<file path="src/rtl/i2c_pkg.sv">
// Shared definitions for the I2C slave transmit path.
package i2c_pkg;

    localparam int BYTE_WIDTH = 8;
    localparam logic [BYTE_WIDTH-1:0] DEFAULT_IDLE_FILL = 8'hFF;

    typedef enum logic [1:0] {
        ST_IDLE  = 2'd0,
        ST_START = 2'd1,
        ST_SHIFT = 2'd2
    } feeder_state_e;

endpackage

</file>
<file path="src/rtl/i2c_byte_fifo.sv">
// Synchronous byte FIFO with push/pop/flush and a registered fill level.
module i2c_byte_fifo #(
    parameter int DEPTH = 2,
    parameter int WIDTH = 8
) (
    input  logic                     clock,
    input  logic                     reset_n,
    input  logic                     push,
    input  logic [WIDTH-1:0]         push_data,
    input  logic                     pop,
    input  logic                     flush,
    output logic [WIDTH-1:0]         head,
    output logic [$clog2(DEPTH):0]   level,
    output logic                     full,
    output logic                     empty
);

    localparam int AW = $clog2(DEPTH);
    localparam int LW = AW + 1;

    logic [WIDTH-1:0] mem [DEPTH];
    logic [AW-1:0]    wr_ptr;
    logic [AW-1:0]    rd_ptr;
    logic             wr;
    logic             rd;

    assign full  = (level == LW'(DEPTH));
    assign empty = (level == '0);
    assign head  = mem[rd_ptr];
    assign wr    = push && !full;
    assign rd    = pop && !empty;

    // Pointers wrap naturally because DEPTH is a power of two.
    always_ff @(posedge clock or negedge reset_n) begin
        if (!reset_n) begin
            wr_ptr <= '0;
            rd_ptr <= '0;
            level  <= '0;
            for (int unsigned i = 0; i < DEPTH; i++) begin
                mem[i] <= '0;
            end
        end else if (flush) begin
            wr_ptr <= '0;
            rd_ptr <= '0;
            level  <= '0;
        end else begin
            if (wr) begin
                mem[wr_ptr] <= push_data;
                wr_ptr      <= wr_ptr + AW'(1);
            end
            if (rd) begin
                rd_ptr <= rd_ptr + AW'(1);
            end
            level <= level + LW'(wr) - LW'(rd);
        end
    end

endmodule

</file>
<file path="src/rtl/i2c_slave_tx_feeder.sv">
// Buffers application bytes and serves them MSB-first to the I2C write-byte stage.
module i2c_slave_tx_feeder
    import i2c_pkg::*;
#(
    parameter int                    FIFO_DEPTH = 2,
    parameter logic [BYTE_WIDTH-1:0] IDLE_FILL  = DEFAULT_IDLE_FILL
) (
    input  logic                          clock,
    input  logic                          reset_n,
    input  logic [BYTE_WIDTH-1:0]         tx_data,
    input  logic                          tx_valid,
    output logic                          tx_ready,
    input  logic                          byte_request,
    input  logic                          abort,
    input  logic                          flush,
    output logic                          write_enable,
    output logic                          write_data,
    input  logic                          write_load,
    input  logic                          write_finish,
    output logic                          underrun,
    output logic                          byte_sent,
    output logic                          busy,
    output logic [$clog2(FIFO_DEPTH):0]   fifo_level
);

    localparam int CW = $clog2(BYTE_WIDTH) + 1;
    localparam logic [CW-1:0] BIT_LAST = CW'(BYTE_WIDTH);

    feeder_state_e         state;
    feeder_state_e         state_next;
    logic [BYTE_WIDTH-1:0] shift_reg;
    logic [CW-1:0]         bit_cnt;
    logic [BYTE_WIDTH-1:0] fifo_head;
    logic                  fifo_full;
    logic                  fifo_empty;
    logic                  fifo_push;
    logic                  fifo_pop;
    logic                  serve;
    logic                  shift_en;
    logic                  enable_next;
    logic                  underrun_next;
    logic                  sent_next;

    assign tx_ready   = !fifo_full;
    assign fifo_push  = tx_valid && tx_ready;
    assign write_data = shift_reg[BYTE_WIDTH-1];

    i2c_byte_fifo #(
        .DEPTH (FIFO_DEPTH),
        .WIDTH (BYTE_WIDTH)
    ) u_fifo (
        .clock     (clock),
        .reset_n   (reset_n),
        .push      (fifo_push),
        .push_data (tx_data),
        .pop       (fifo_pop),
        .flush     (flush),
        .head      (fifo_head),
        .level     (fifo_level),
        .full      (fifo_full),
        .empty     (fifo_empty)
    );

    always_ff @(posedge clock or negedge reset_n) begin
        if (!reset_n) begin
            state <= ST_IDLE;
        end else begin
            state <= state_next;
        end
    end

    always_comb begin
        state_next = state;
        if (abort) begin
            state_next = ST_IDLE;
        end else begin
            case (state)
                ST_IDLE:  if (byte_request) state_next = ST_START;
                ST_START: state_next = ST_SHIFT;
                ST_SHIFT: if (write_finish) state_next = ST_IDLE;
                default:  state_next = ST_IDLE;
            endcase
        end
    end

    // Pulse outputs are computed from the next state so they register in step with it.
    always_comb begin
        serve         = (state == ST_IDLE) && byte_request && !abort;
        fifo_pop      = serve && !fifo_empty;
        underrun_next = serve && fifo_empty;
        enable_next   = (state_next == ST_START);
        sent_next     = (state == ST_SHIFT) && write_finish && !abort;
        shift_en      = (state == ST_SHIFT) && write_load && (bit_cnt < BIT_LAST) && !abort;
    end

    always_ff @(posedge clock or negedge reset_n) begin
        if (!reset_n) begin
            shift_reg    <= IDLE_FILL;
            bit_cnt      <= '0;
            write_enable <= 1'b0;
            underrun     <= 1'b0;
            byte_sent    <= 1'b0;
            busy         <= 1'b0;
        end else begin
            write_enable <= enable_next;
            underrun     <= underrun_next;
            byte_sent    <= sent_next;
            busy         <= (state_next != ST_IDLE);
            if (abort) begin
                shift_reg <= IDLE_FILL;
                bit_cnt   <= '0;
            end else if (serve) begin
                shift_reg <= fifo_empty ? IDLE_FILL : fifo_head;
                bit_cnt   <= '0;
            end else if (shift_en) begin
                shift_reg <= {shift_reg[BYTE_WIDTH-2:0], IDLE_FILL[0]};
                bit_cnt   <= bit_cnt + CW'(1);
            end
        end
    end

endmodule

</file>
<file path="config.mk">
export PLATFORM = sky130hd
export DESIGN_NAME = i2c_slave_tx_feeder
export DESIGN_NICKNAME = d
export VERILOG_FILES = /design/src/rtl/i2c_pkg.sv /design/src/rtl/i2c_byte_fifo.sv /design/src/rtl/i2c_slave_tx_feeder.sv
export SDC_FILE = /design/constraint.sdc
export NUM_CORES = 1
export LEC_CHECK = 0
export CAP_MARGIN = 15
export CORE_ASPECT_RATIO = 1.1
export CORE_MARGIN = 2
export CORE_UTILIZATION = 45
export CTS_BUF_LIST = sky130_fd_sc_hd__clkbuf_4 sky130_fd_sc_hd__clkbuf_8 sky130_fd_sc_hd__clkbuf_16
export DETAILED_ROUTE_END_ITERATION = 8
export PLACE_DENSITY = 0.67
export SYNTH_ARGS = -nofsm -noshare
export SYNTH_HDL_FRONTEND = slang
export SYNTH_HIERARCHICAL = 1
export SYNTH_SLANG_ARGS = --single-unit
</file>
<file path="constraint.sdc">
create_clock -name clock -period 2.8 [get_ports clock]
set_clock_uncertainty 0.1 [all_clocks]
set_input_delay 0.7 -clock clock [delete_from_list [all_inputs] [get_ports clock]]
set_output_delay 0.7 -clock clock [all_outputs]
set_load 0.02 [all_outputs]
</file>
; Word level (Yosys, flattened, before mapping)
; Cells that the tools add are included.
[word_totals]
regBits = 38
[op_classes]
bitwise = 3
n_reduce_logical = 23
n_addsub = 5
eq_ne = 4
n_mux = 22
magnitude_cmp = 4
[op_table]
columns = operator, count
row1 = $mux W8, 8
row2 = $bwmux W16, 1
row3 = $logic_and A1 B1 Y1, 13
row4 = $mux W4, 3
row5 = $demux W8 S1, 1
row6 = $mux W2, 4
row7 = $pmux W2 S3, 1
row8 = $reduce_bool A2 Y1, 3
row9 = $add A4 B1 Y4 const B, 1
row10 = $eq A2 B1 Y1 const B, 2
row11 = $eq A2 B2 Y1 const B, 2
row12 = $ge A2 B2 Y1 const B, 2
row13 = $logic_not A2 Y1, 2
row14 = $lt A4 B4 Y1 const B, 1
row15 = $mux W1, 4
row16 = $not A1 Y2, 2
row17 = $logic_not A1 Y1, 3
row18 = $reduce_bool A3 Y1, 1
row19 = $add A1 B1 Y1 const B, 2
row20 = $add A2 B1 Y2, 1
row21 = $lt A2 B1 Y1 const B, 1
row22 = $reduce_and A2 Y1, 1
row23 = $sub A2 B1 Y2, 1
row24 = $not A1 Y1, 1

; Longest topological paths before layout
; Gate-level depths: netlist (run 1).
[depth]
depth_word = 7
depth_mapped = 10
mapped_depth_nobuf = 9

; Hierarchy
; The synthesis (run 1) kept the hierarchy.
[by_module_without_submodules]
columns = module, area_each_um2, cells_per_inst, instances
row1 = i2c_slave_tx_feeder, 953.4, 87, 1
row2 = i2c_byte_fifo, 920.9, 65, 1

; Worst setup path after synthesis (run 1)
; No wires, ideal clock.
[synth_path]
path_type = in2reg
startpoint = input abort
endpoint = register u_fifo.level[0]
required_ns = 2.582
cell_stages = 9
slack_ns = 0.343
setup_ns = 0.118
arrival_time_ns = 2.240
n_path_buf = 2
cell_sequence = buf_2 > nor4b_4 > buf_4 > nor2b_1 > o21a_1 > ha_1 > inv_1 > ha_1 > nor2b_1
[synth_via]
elab_chain_len = 6
[synth_lines]
columns = item, line_no
row1 = from (decl), i2c_slave_tx_feeder.sv:14  ; input logic abort,
row2 = $logic_not A1 Y1, i2c_slave_tx_feeder.sv:88  ; serve = (state == ST_IDLE) && byte_request && !abort;
row3 = $logic_and A1 B1 Y1, i2c_slave_tx_feeder.sv:88
row4 = $logic_and A1 B1 Y1, i2c_slave_tx_feeder.sv:89  ; fifo_pop = serve && !fifo_empty;
row5 = named net fifo_pop, i2c_slave_tx_feeder.sv:37  ; logic fifo_pop;
row6 = $logic_and A1 B1 Y1, i2c_byte_fifo.sv:31  ; assign rd = pop && !empty;
row7 = $sub A2 B1 Y2, i2c_byte_fifo.sv:54  ; level <= level + LW'(wr) - LW'(rd);
row8 = $mux W2, i2c_byte_fifo.sv:42  ; end else if (flush) begin
row9 = to (signal assigned), i2c_byte_fifo.sv:54
row10 = to (decl), i2c_byte_fifo.sv:13  ; output logic [$clog2(DEPTH):0] level,
; The timed path passes the listed nets, and every way through them passes these cells.
; A chain may end at the register's enable or synchronous reset.

; Final worst setup path (run 1)
; Same ends and word-level chain as after synthesis.

==> results.cfg, run 1 <==
[outcome]
status = complete, no violations

[global_routing]
grt_max_degree = 39
grt-ovfl-total = 0
antenna_found_initial = 0
grt.total_usage_pct = 16.4
grt_pass1_wl_um = 5810
grt_pass1_vias = 1252

[route]
via_per_inst = 5.33
drt-met1-wl_um = 1490
top_layer_used = met4
vias = 1247
dr.pass1.iters = 4
wl_per_cell_um = 15.0
wl_um = 3510
ant_nets = 0
dr.first_iter.drc_count = 24
wl_met3_um = 124
route.met2.wl_um = 1860
drc = 0

[yosys]
synth_mux_area_share_pct = 19.2
yosys_warnings = 6
synth_area_um2 = 1870
synth.avg_cell_area_um2 = 12.3
synth.distinct_cells = 41
synthCells = 152
ys_seq_area_share_pct = 51.3
synth_edf_count = 0
synth_ff_type = dfrtp_1
async_reset_ff_share_pct = 100
yosys.area_share.simple_pct = 15.1
synth_compound_area_share_pct = 6.07
synthXorXnorAreaFrac_pct = 1.87
syn-num-nets = 171
synth_top_cell_by_area = dfrtp_1
synth_top_area_share_pct = 40.1
synthTopCellsByArea = dfrtp_1 40%, mux2_2 19%, dfstp_2 11%
synth_top_family_by_area = multiplexers
synth_seq_cells = 38
synthAdderAreaFrac_pct = 2.00

[floorplanning]
die_width_um = 65.5
die_area_um2 = 4700
pin_count = 24
die_h_um = 71.7
core-area_um2 = 3990
core.rowCount = 24
initial_core_util_pct = 46.9

[layout]
layout.nets = 200
final_cell_area_um2 = 2260
layout_common_cells = 31 x mux2_2, 30 x dfrtp_1, 22 x clkdlybuf4s50_1
mostFrequentLayoutCell = mux2_2
num_antenna_cells = 0
syn_to_final_growth_pct = 20.6
largest_reg_flops = 16
drive_above_1_share_pct = 35.7

[cts]
cts_hold_buf = 0
post_cts_resized = 0
cts_setup_buffers = 0
cts_tree = done
cts_inserted_buffers = 5
cts.sinks = 38
clk_pin_slew_ns = 0.07
clock_latency_ns = 0.29
clk_path_buf_depth = 2
cts_root_buf = clkbuf_8
htree_levels = 2

[timing]
slew_headroom_pct = 43.5
finalMaxSlewViolations = 0
fin_tns_setup_ns = 0
rsz0062_at_grt = no
setup_violations = 0
fmax_mhz = 408
tightest_slew_ns = 0.847
fin_crit_ns = 2.45
min_period_over_period_pct = 87.4
final_hold_viol_count = 0

[power_and_ir_drop]
vdd_ir_drop_max_v = 0.000397
power_density_nw_per_um2 = 788
leakagePower_uw = 0.000937

[placed_design]
dp_hpwl_um = 2510
place.gp.congestion = 0.806
place_area_um2 = 2170
io_buffer_count = 23

[run]
maxCapViolCount = 0

[worst_setup_path]
slowest_stage = clkdlybuf4s50_1
slowest_delay_ns = 0.46
path_class = input pin to flip-flop
path_delay_family = simple AND/OR/NAND/NOR gates
required_ns = 2.87
crit_fanout = 2
end_kind = flip-flop
crit_buf_inv = 2
worstPathArrival_ns = 2.52
cp_cell_sequence = clkdlybuf4s50_1, nor4b_4, nor2b_1, o21a_1, ha_1, inv_1, ha_1, nor2b_1
crit_path_start_kind = input pin

[min_path]
hold_path.class = flip-flop to flip-flop
cell families (layout without fill, tap and decap cells):
kind of cell    Yosys count  count (layout)
xor+xnor                  4               4
mux                      32              32
buf+inv                  16              46
flops                    38              38
fa+ha+maj                 3               3
simple gates             43              43
compound gates           16              16
path summary, 6_finish.rpt:
check / start / endpoint / slack [ns] / cells after the start
min in group asynchronous: reset_n / bit_cnt[0]$_DFFE_PN0P_ / 0.42 / 1
max in group asynchronous: reset_n / busy$_DFF_PN0_ / 1.66 / 1
hold / removal: u_fifo/mem[2]$_DFFE_PN0P_ / u_fifo/mem[2]$_DFFE_PN0P_ / 0.41 / 1
setup / recovery: abort / u_fifo/level[0]$_DFF_PN0_ / 0.35 / 8
setup reg to reg: state[0]$_DFF_PN0_ / u_fifo/level[0]$_DFF_PN0_ / 0.71 / 7
hold reg to reg: u_fifo/mem[2]$_DFFE_PN0P_ / u_fifo/mem[2]$_DFFE_PN0P_ / 0.41 / 1
cells in the mapped netlist (2+ instances only):
library cell / count
dfrtp_1: 30
nand2_1: 2
nor2b_1: 3
buf_6: 2
mux2_2: 31
buf_2: 2
a21oi_1: 3
nor2_1: 21
a22oi_1: 7
inv_1: 5
ha_1: 3
inv_2: 2
buf_4: 2
xnor2_1: 3
dfstp_2: 8
nor3_1: 2
clkbuf_1: 2
layout make-up:
type / count / area, um2
fill: 356 / 1730
sequential: 38 / 961
multi-input combinational: 98 / 828
timing repair buffer: 31 / 285
clock buffer: 7 / 90.1
tap: 52 / 65.1
inverter: 7 / 26.3
clock inverter: 1 / 5.00
per-layer routing:
layer	vias to the layer above	GRT usage (%)
met5	-	0
met4	0	6.25
met3	4	4.08
met2	19	29.4
met1	635	18.8
li1	589	-
through the flow:
stage / worst slack (ns) / utilization, % / total power [uW] / hold slack [ns] / cells
3_5_place_dp: 0.0342 / 54.2 / 1410 / 0.390 / 226
6_report: 0.352 / 56.6 / 1780 / 0.408 / 234
5_1_grt: 0.221 / 56.6 / 1890 / 0.416 / 234
4_1_cts: 0.337 / 56.6 / 1810 / 0.410 / 234
3_3_place_gp: 0.0892 / 54.2 / 1380 / 0.385 / 226
2_1_floorplan: 0.343 / - / 1210 / 0.304 / 152
where the power goes:
group / switching [uW] / internal [uW]
clock network: 185 / 208
registers: 97.5 / 721
logic: 249 / 322
Power figures use the tool's default switching activity.
==> run 2: changes to the inputs <==
--- a/config.mk
+++ b/config.mk
@@ -5,8 +5,9 @@
 export SDC_FILE = /design/constraint.sdc
 export NUM_CORES = 1
 export LEC_CHECK = 0
+export ABC_AREA = 1
 export CAP_MARGIN = 15
-export CORE_ASPECT_RATIO = 1.1
+export CORE_ASPECT_RATIO = 0.75
 export CORE_MARGIN = 2
 export CORE_UTILIZATION = 45
 export CTS_BUF_LIST = sky130_fd_sc_hd__clkbuf_4 sky130_fd_sc_hd__clkbuf_8 sky130_fd_sc_hd__clkbuf_16
==> results.cfg, run 2 <==
[run]
maxCapViolCount = 0

[global_routing]
grt-ovfl-total = 0
grt_pass1_vias = 1520
grt_pass1_wl_um = 6830
grt_max_degree = 39
antenna_found_initial = 0
grt.total_usage_pct = 18.2

[route]
wl_per_cell_um = 12.3
dr.first_iter.drc_count = 79
drc = 0
wl_um = 3990
vias = 1659
dr.pass1.iters = 4
via_per_inst = 5.10
ant_nets = 0

[timing]
setup_violations = 0
slew_headroom_pct = 44.4
fin_crit_ns = 2.33
fmax_mhz = 430
finalMaxSlewViolations = 0
final_hold_viol_count = 0
min_period_over_period_pct = 83.1
fin_tns_setup_ns = 0
tightest_slew_ns = 0.835
rsz0062_at_grt = no
hold-worst-slack_ns = 0.365

[cts]
clk_pin_slew_ns = 0.08
clk_path_buf_depth = 2
clock_latency_ns = 0.30
post_cts_resized = 0
cts_setup_buffers = 0
cts_hold_buf = 0
cts_tree = done
cts_root_buf = clkbuf_8
cts_inserted_buffers = 5
cts.sinks = 38
htree_levels = 2

[yosys]
ys_seq_area_share_pct = 47.9
synth.most_common_cell = nand2_1
synth.avg_cell_area_um2 = 8.28
synth_top_area_share_pct = 37.5
syn-num-nets = 261
synth_area_um2 = 2000
synth_ff_type = dfrtp_1
synth.distinct_cells = 29
yosys_warnings = 6
synth_top_cell_by_area = dfrtp_1
async_reset_ff_share_pct = 100
synth_seq_cells = 38
synthCells = 242
synth_edf_count = 0
synthTopCellsByArea = dfrtp_1 37%, nand2_1 16%, dfstp_2 10%
yosys-top-cells-count = 84 x nand2_1, 30 x dfrtp_1, 26 x nand4_1

[floorplanning]
core-area_um2 = 4150
die_width_um = 81.1
die_area_um2 = 5010
initial_core_util_pct = 48.3
pin_count = 24
die_h_um = 61.8
core.rowCount = 20

[worst_setup_path]
path_delay_family = buffers and inverters
crit_buf_inv = 3
end_kind = primary output
cp_cell_sequence = nand2_2, inv_1, inv_1, clkdlybuf4s50_1
crit_path_start_kind = flip-flop
worstPathArrival_ns = 1.53
required_ns = 2.00
reg2reg_from = state[1]$_DFF_PN0_
slowest_delay_ns = 0.58
crit_fanout = 5
crit_start = u_fifo/level[1]$_DFF_PN0_
crit_top_cell = inv_1
path_class = flip-flop to primary output
slowest_stage = clkdlybuf4s50_1

[power_and_ir_drop]
vdd_ir_drop_max_v = 0.000317
power_density_nw_per_um2 = 702
leakagePower_uw = 0.00117

[placed_design]
io_buffer_count = 23
place.gp.congestion = 0.788
dp_hpwl_um = 2740

[layout]
layout_common_cells = 84 x nand2_1, 30 x dfrtp_1, 26 x nand4_1
syn_to_final_growth_pct = 18.2
largest_reg_flops = 16
fill_cells = 429
num_antenna_cells = 0
layout.nets = 288
mostFrequentLayoutCell = nand2_1
drive_above_1_share_pct = 13.7

[outcome]
status = complete, no violations

[min_path]
hold_path.class = flip-flop to flip-flop
min_from = shift_reg[0]$_DFFE_PN1P_
-- run 2: changes by cell type after synthesis, sizes merged, moves of 3 or more --
cell / before / now
nor2b: 3 / 0
nor2: 21 / 26
xnor2: 3 / 0
nand4: 0 / 26
o21ai: 1 / 5
nand3: 0 / 14
mux2: 31 / 0
nand2: 2 / 87
inv: 7 / 21
nand3b: 0 / 7
a22oi: 7 / 0
-- run 2: cells by family after synthesis --
kind of cell / count (synthesis) / synth area share (%)
simple gates: 161 / 39.7
flops: 38 / 47.9
compound gates: 9 / 2.68
xor+xnor: 1 / 0.437
buf+inv: 30 / 7.37
fa+ha+maj: 3 / 1.87
-- run 2: per-layer routing --
| metal | up-vias | part of all wire (%) | wire length, um | GRT usage, % |
|---|---|---|---|---|
| met3 | 7 | 3.2 | 126 | 4.34 |
| met4 | 0 | 1.7 | 67 | 7.99 |
| met2 | 24 | 43 | 1710 | 27.5 |
| li1 | 848 | - | - | - |
| met1 | 780 | 52 | 2080 | 25.4 |
| met5 | - | 0 | 0 | 0 |
-- run 2: path summary, 6_finish.rpt --
check | endpoint | slack (ns) | cells past startpoint
setup / recovery | tx_ready | 0.47 | 4
hold / removal | shift_reg[0]$_DFFE_PN1P_ | 0.37 | 2
setup reg to reg | u_fifo/level[1]$_DFF_PN0_ | 0.74 | 13
hold reg to reg | shift_reg[0]$_DFFE_PN1P_ | 0.37 | 2
max in group asynchronous | state[1]$_DFF_PN0_ | 1.67 | 1
min in group asynchronous | u_fifo/mem[14]$_DFFE_PN0P_ | 0.39 | 1
-- run 2: final cells by class --
cell class                      count  area, um2  area share (%)
Clock inverter                      1       5.00           0.211
Timing Repair Buffer               28        263            11.1
Clock buffer                        7       90.1            3.80
Inverter                           22       85.1            3.59
Multi-Input combinational cell    174        896            37.8
Tap cell                           55       68.8            2.91
Sequential cell                    38        961            40.6
-- run 2: per-stage QoR --
stage	power (uW)	utilization, %	setup WS [ns]	instance area [um2]	cells
floorplan	1120	-	0.482	2000	242
global placement	1260	54.7	0.285	2270	317
detailed placement	1270	54.7	0.238	2270	317
CTS	1680	57.0	0.464	2370	325
global route	1780	57.0	0.386	2370	325
finish	1660	57.0	0.474	2370	325
-- run 2: power by group --
group | internal, uW | switching [uW] | total [uW]
combinational | 187 | 290 | 477
clock | 208 | 197 | 406
sequential | 701 | 78.4 | 780
total | 1100 | 566 | 1660
-- run 2: worst min-delay path: stages, from the launching register on --
cell	delay [ns]
dfstp_2	0.37
nand2_1	0.05
nand2_1	0.05
